$ cat src/rtl/mem_width_bridge.sv
// ---------------------------------------------------------------------------
// mem_width_bridge
//
// Sits between the cache's wide memory-side port and a narrow external
// memory bus. Each wide access is split into Beats = MemBusWidth/ExtBusWidth
// narrow beats (little-endian: beat 0 carries the low slice). Reads are
// reassembled and returned with a one-cycle mem_r_data_valid pulse; a write
// is complete when mem_ready returns. One wide access in flight at a time.
//
// Ports
//   clk, rst              clock; asynchronous active-low reset
//   mem_addr/mem_w_data   cache request byte address / write data
//   mem_re/mem_we         cache read / write request (write wins if both)
//   mem_ready             idle; a request present this cycle is accepted
//   mem_r_data(_valid)    assembled read data and its one-cycle valid pulse
//   ext_addr/ext_w_data   current beat byte address / write data
//   ext_re/ext_we         beat read / write request
//   ext_ready             external side accepts the current beat this cycle
//   ext_r_data(_valid)    beat read data, returned in issue order
// ---------------------------------------------------------------------------
module mem_width_bridge #(
    parameter int unsigned AddrBusWidth = 32,
    parameter int unsigned MemBusWidth  = 64,
    parameter int unsigned ExtBusWidth  = 32
) (
    input  logic                    clk,
    input  logic                    rst,
    input  logic [AddrBusWidth-1:0] mem_addr,
    input  logic [MemBusWidth-1:0]  mem_w_data,
    input  logic                    mem_re,
    input  logic                    mem_we,
    output logic [MemBusWidth-1:0]  mem_r_data,
    output logic                    mem_ready,
    output logic                    mem_r_data_valid,
    output logic [AddrBusWidth-1:0] ext_addr,
    output logic [ExtBusWidth-1:0]  ext_w_data,
    output logic                    ext_re,
    output logic                    ext_we,
    input  logic                    ext_ready,
    input  logic [ExtBusWidth-1:0]  ext_r_data,
    input  logic                    ext_r_data_valid
);
    localparam int unsigned Beats   = MemBusWidth / ExtBusWidth;
    localparam int unsigned IdxW    = $clog2(Beats);
    localparam int unsigned CntW    = IdxW + 1;
    localparam int unsigned ExtOffW = $clog2(ExtBusWidth / 8);

    localparam logic [AddrBusWidth-1:0] BaseMask = ~AddrBusWidth'(MemBusWidth / 8 - 1);
    localparam logic [IdxW-1:0]         LastIdx  = IdxW'(Beats - 1);
    localparam logic [CntW-1:0]         BeatsCnt = CntW'(Beats);

    typedef enum logic [1:0] {
        IDLE,
        RD,
        WR
    } state_t;

    state_t                  state_q;
    state_t                  state_d;
    logic [AddrBusWidth-1:0] base_q;
    logic [MemBusWidth-1:0]  wbuf_q;
    logic [MemBusWidth-1:0]  rbuf_q;
    logic [MemBusWidth-1:0]  rbuf_d;
    // issue_cnt is one bit wider than a beat index: in RD it must be able to
    // reach Beats while earlier beats are still returning data.
    logic [CntW-1:0]         issue_cnt_q;
    logic [IdxW-1:0]         issue_idx;
    logic [IdxW-1:0]         rcv_cnt_q;
    logic [AddrBusWidth-1:0] beat_addr;
    logic                    rd_last;

    always_comb begin
        issue_idx = issue_cnt_q[IdxW-1:0];
        // base is wide-word aligned, so the add never carries into the
        // wide-word part of the address.
        beat_addr = base_q + (AddrBusWidth'(issue_idx) << ExtOffW);
        rd_last   = (state_q == RD) && ext_r_data_valid && (rcv_cnt_q == LastIdx);
        rbuf_d    = rbuf_q;
        rbuf_d[rcv_cnt_q * ExtBusWidth +: ExtBusWidth] = ext_r_data;
    end

    always_ff @(posedge clk or negedge rst) begin
        if (!rst) begin
            state_q <= IDLE;
        end else begin
            state_q <= state_d;
        end
    end

    always_comb begin
        state_d   = state_q;
        mem_ready = 1'b0;
        ext_re    = 1'b0;
        ext_we    = 1'b0;
        case (state_q)
            IDLE: begin
                mem_ready = 1'b1;
                if (mem_we) begin
                    state_d = WR;
                end else if (mem_re) begin
                    state_d = RD;
                end
            end
            RD: begin
                ext_re = (issue_cnt_q < BeatsCnt);
                if (rd_last) begin
                    state_d = IDLE;
                end
            end
            WR: begin
                ext_we = 1'b1;
                if (ext_ready && (issue_idx == LastIdx)) begin
                    state_d = IDLE;
                end
            end
            default: state_d = IDLE;
        endcase
    end

    // Address and data are pure functions of registered state, so they
    // stay put for as long as a beat waits on ext_ready.
    always_comb begin
        ext_addr   = (ext_re || ext_we) ? beat_addr : '0;
        ext_w_data = ext_we ? wbuf_q[issue_idx * ExtBusWidth +: ExtBusWidth] : '0;
    end

    always_ff @(posedge clk or negedge rst) begin
        if (!rst) begin
            base_q           <= '0;
            wbuf_q           <= '0;
            rbuf_q           <= '0;
            issue_cnt_q      <= '0;
            rcv_cnt_q        <= '0;
            mem_r_data       <= '0;
            mem_r_data_valid <= 1'b0;
        end else begin
            mem_r_data_valid <= rd_last;
            case (state_q)
                IDLE: begin
                    if (mem_re || mem_we) begin
                        base_q      <= mem_addr & BaseMask;
                        wbuf_q      <= mem_w_data;
                        issue_cnt_q <= '0;
                        rcv_cnt_q   <= '0;
                    end
                end
                RD: begin
                    if (ext_re && ext_ready) begin
                        issue_cnt_q <= issue_cnt_q + 1'b1;
                    end
                    if (ext_r_data_valid) begin
                        rbuf_q    <= rbuf_d;
                        rcv_cnt_q <= rcv_cnt_q + 1'b1;
                    end
                    if (rd_last) begin
                        mem_r_data <= rbuf_d;
                    end
                end
                WR: begin
                    if (ext_ready) begin
                        issue_cnt_q <= issue_cnt_q + 1'b1;
                    end
                end
                default: ;
            endcase
        end
    end

endmodule

$ cat config.mk
export PLATFORM = sky130hd
export DESIGN_NAME = mem_width_bridge
export DESIGN_NICKNAME = d
export VERILOG_FILES = /design/src/rtl/mem_width_bridge.sv
export SDC_FILE = /design/constraint.sdc
export NUM_CORES = 1
export LEC_CHECK = 0
export BUFFER_PORTS_ARGS = -buffer_cell sky130_fd_sc_hd__buf_2
export CAP_MARGIN = 5
export CORE_ASPECT_RATIO = 1.2
export CORE_MARGIN = 2
export CORE_UTILIZATION = 54
export DETAILED_ROUTE_END_ITERATION = 6
export GPL_TIMING_DRIVEN = 0
export HOLD_SLACK_MARGIN = 0.02
export PLACE_DENSITY = 0.83
export SYNTH_ARGS = -nofsm -noshare
export SYNTH_HDL_FRONTEND = slang
export SYNTH_SLANG_ARGS = --single-unit
$ cat constraint.sdc
create_clock -name clk -period 4.3 [get_ports clk]
set_input_delay 0.86 -clock clk [delete_from_list [all_inputs] [get_ports clk]]
set_output_delay 0.86 -clock clk [all_outputs]
set_load 0.03 [all_outputs]
==> flow_summary_export.csv <==
group,metric,value,unit
status,status,"completed",
die,row_count,49,
finish,drive_above_1_share,46.22,%
clocking,clkSinkCount,195,
detailed_routing,vias,5881,
yosys,avgSynthCellArea,12.03,um^2
clocking,cts_resized,0,
critical_path,arrival,2.29,ns
die,start_util,54.99,%
detailed_routing,drt-pass1-iter-count,4,
critical_path,worst_path_max_delay_cell,"clkbuf_1",
detailed_routing,drt-vias-per-instance,4.971,
finish,fin_util,69.81,%
yosys,ys_seq_area_share,59.32,%
clocking,postCtsSetupRepairBufs,0,
critical_path,crit_start,"state_q[0]$_DFFE_PN0P_",
grt,grt_antenna_before_repair,2,
sta,slew_headroom,56.62,%
clocking,cts_made_buffers,17,
placement,placed_cells,1150,
yosys,synth_area,8227,um^2
clocking,clk_latency,0.43,ns
sta,rsz0062_at_grt,"false",
clocking,cts_hold_buf,0,
placement,port-buffer-count,260,
die,io_pins,266,
sta,finalSetupViolCount,0,
sta,tightest_slew,0.6507,ns
sta,drv_slew,0,
critical_path,path_cells,"inv_1 -> ha_1 -> nor2_1 -> clkbuf_1 -> nor2b_1 -> buf_2",
power_and_ir_drop,vdd_ir_drop_max,0.4532,mV
detailed_routing,ant_nets,0,
yosys,synth_cells,684,
power_and_ir_drop,power.density,804.7,nW/um^2
yosys,synth-seq-cells,195,
clocking,tritoncts,"built",
min_path,hold_path.class,"input port to asynchronous set/reset pin",
die,die_area,16240,um^2
finish,stdcell_count,1183,
die,core,14960,um^2
finish,area_growth_syn_to_layout,26.94,%
critical_path,r2r-start,"state_q[0]$_DFFE_PN0P_",
finish,fin_nets,1104,
grt,grt_use_total,23.45,%
die,die_y,139.2,um
sta,finClkSkew,0.01194,ns
critical_path,r2r_slack,2.36,ns
clocking,htreeDepth,4,
sta,min_period_over_period,73.25,%
die,chipWidth,116.7,um
yosys,synth_cell_types,27,
grt,grt_start_max_net_pins,112,
critical_path,crit_required,3.44,ns
sta,timing.fmax,317.5,MHz
clocking,cts.path.max_buffers,2,
sta,layout_min_cycle_time,3.150,ns
detailed_routing,drt-total-wl,18540,um
critical_path,cp-start-kind,"flip-flop",
job,drv_cap,0,
critical_path,critPathCaptureType,"primary output",
yosys,ys_warn_count,0,
detailed_routing,drt_iter0_markers,181,
clocking,clk_pin_slew,0.07,ns
clocking,root_buffer,"clkbuf_16",
grt,grt_overflow,0,
grt,grt_pass1_wl,29740,um
grt,grt_pass1_vias,6156,
power_and_ir_drop,p_leak,5.451,nW
critical_path,critPathMaxFanout,10,
detailed_routing,wl_per_cell,15.67,um
critical_path,cp_top_family,"buffers and inverters",
critical_path,critPathKind,"flip-flop to primary output",
placement,dp_hpwl,13680,um
critical_path,cpPeakStageDelay,0.44,ns
placement,place_congestion,0.8504,
critical_path,path_buf_inv,3,
sta,hold_viol,0,
detailed_routing,drc_errors,0,
## power by group
group / switching, W / total [W] / leakage [nW] / internal (W)
Clock: 0.000749 / 0.00164 / 0.304 / 0.000890
Sequential: 0.000424 / 0.00312 / 2.39 / 0.00270
Combinational: 0.00216 / 0.00364 / 2.76 / 0.00148
## worst reg2reg max path, cell delays in order (launching register included)
cell and delay (ns):
dfrtp_1 0.40, inv_1 0.10, ha_1 0.27, o21ai_1 0.22, buf_4 0.29, buf_6 0.19, mux2_2 0.36
## kinds of logic after synthesis
group                    share of synthesized area (%)
AND/OR/NAND/NOR                                  14.49
buffers and inverters                            3.118
adder cells (fa/ha/maj)                         0.7605
other                                          0.04558
multiplexers                                     21.14
flip-flops                                       59.32
AO/OA/AOI/OAI                                    1.125
## sequential cells by signal, summed over array words and instances, names as in the netlist
register and flops:
mem_r_data 64, issue_cnt_q 2, state_q 2, rbuf_q 32, wbuf_q 64, rcv_cnt_q 1, base_q 29, mem_r_data_valid 1
## per-layer routing
metal,up-vias,global-route usage (%),share of wire (%)
met5,-,0,0
met4,0,7.864,2.8
met3,38,8.711,8.0
met2,190,40.45,51
met1,2857,26.65,39
li1,2796,-,-
## through the flow
stage | hold slack, ns | setup TNS, ns | setup WS (ns) | instance area, um^2 | power [W]
finish | 0.3975 | 0 | 1.150 | 10440 | 0.008403
global route | 0.4577 | 0 | 0.9164 | 10440 | 0.008909
CTS | 0.4413 | 0 | 1.059 | 10440 | 0.008478
detailed placement | 0.4454 | 0 | 1.516 | 9824 | 0.006819
global placement | 0.4432 | -155.43 | -0.8144 | 9787 | 0.006679
floorplan | 0.4331 | 0 | 1.404 | 8230 | 0.005765
## layout make-up
type                            count  area (um^2)
Tap cell                          204        255.2
Clock buffer                       17        425.4
Timing Repair Buffer              261         1339
Fill cell                        1113         4517
Sequential cell                   195         4880
Antenna cell                        1        2.502
Multi-Input combinational cell    445         3094
Inverter                            6        22.52
Buffer                             39        234.0
Clock inverter                     15        190.2
## worst paths after layout
kind,cells past startpoint,endpoint
setup / recovery,6,ext_addr[8]
hold / removal,1,wbuf_q[23]$_DFFE_PN0P_
setup reg to reg,6,wbuf_q[36]$_DFFE_PN0P_
hold reg to reg,2,mem_r_data[19]$_DFFE_PN0P_
max in group asynchronous,2,rbuf_q[4]$_DFFE_PN0P_
min in group clk,2,mem_r_data[19]$_DFFE_PN0P_
## cell usage after synthesis (all sizes together)
| cell | instances | area share [%] |
|---|---|---|
| nor3b | 1 | 0.15 |
| mux2i | 32 | 3.9 |
| a22oi | 1 | 0.091 |
| nand3b | 2 | 0.23 |
| ha | 5 | 0.76 |
| mux2 | 126 | 17 |
| nand3 | 2 | 0.18 |
| o211ai | 1 | 0.091 |
| nand2 | 196 | 8.9 |
| a211oi | 1 | 0.15 |
| conb | 1 | 0.046 |
| buf | 28 | 2.3 |
| dfrtp | 195 | 59 |
| o22a | 1 | 0.11 |
| nand4 | 1 | 0.076 |
| clkbuf | 11 | 0.50 |
| inv | 6 | 0.27 |
| a221oi | 1 | 0.18 |
| nor2 | 1 | 0.046 |
| o21ai | 7 | 0.43 |
| o22ai | 1 | 0.076 |
| nor2b | 64 | 4.9 |
## cell usage in the layout, fill, tap and decap left out, types with 2 or more instances in the layout
cell type,netlist,final
buf_6,6,6
buf_2,16,275
o21ai_0,6,6
nor2b_1,64,64
bufinv_16,0,2
inv_1,6,6
mux2i_1,32,32
inv_8,0,7
clkinv_2,0,2
dfrtp_1,195,195
clkbuf_16,0,17
conb_1,1,2
mux2_2,126,126
nand2_1,196,196
ha_1,5,5
clkbuf_1,11,11
buf_4,6,6
(Power assumes the default switching activity.)
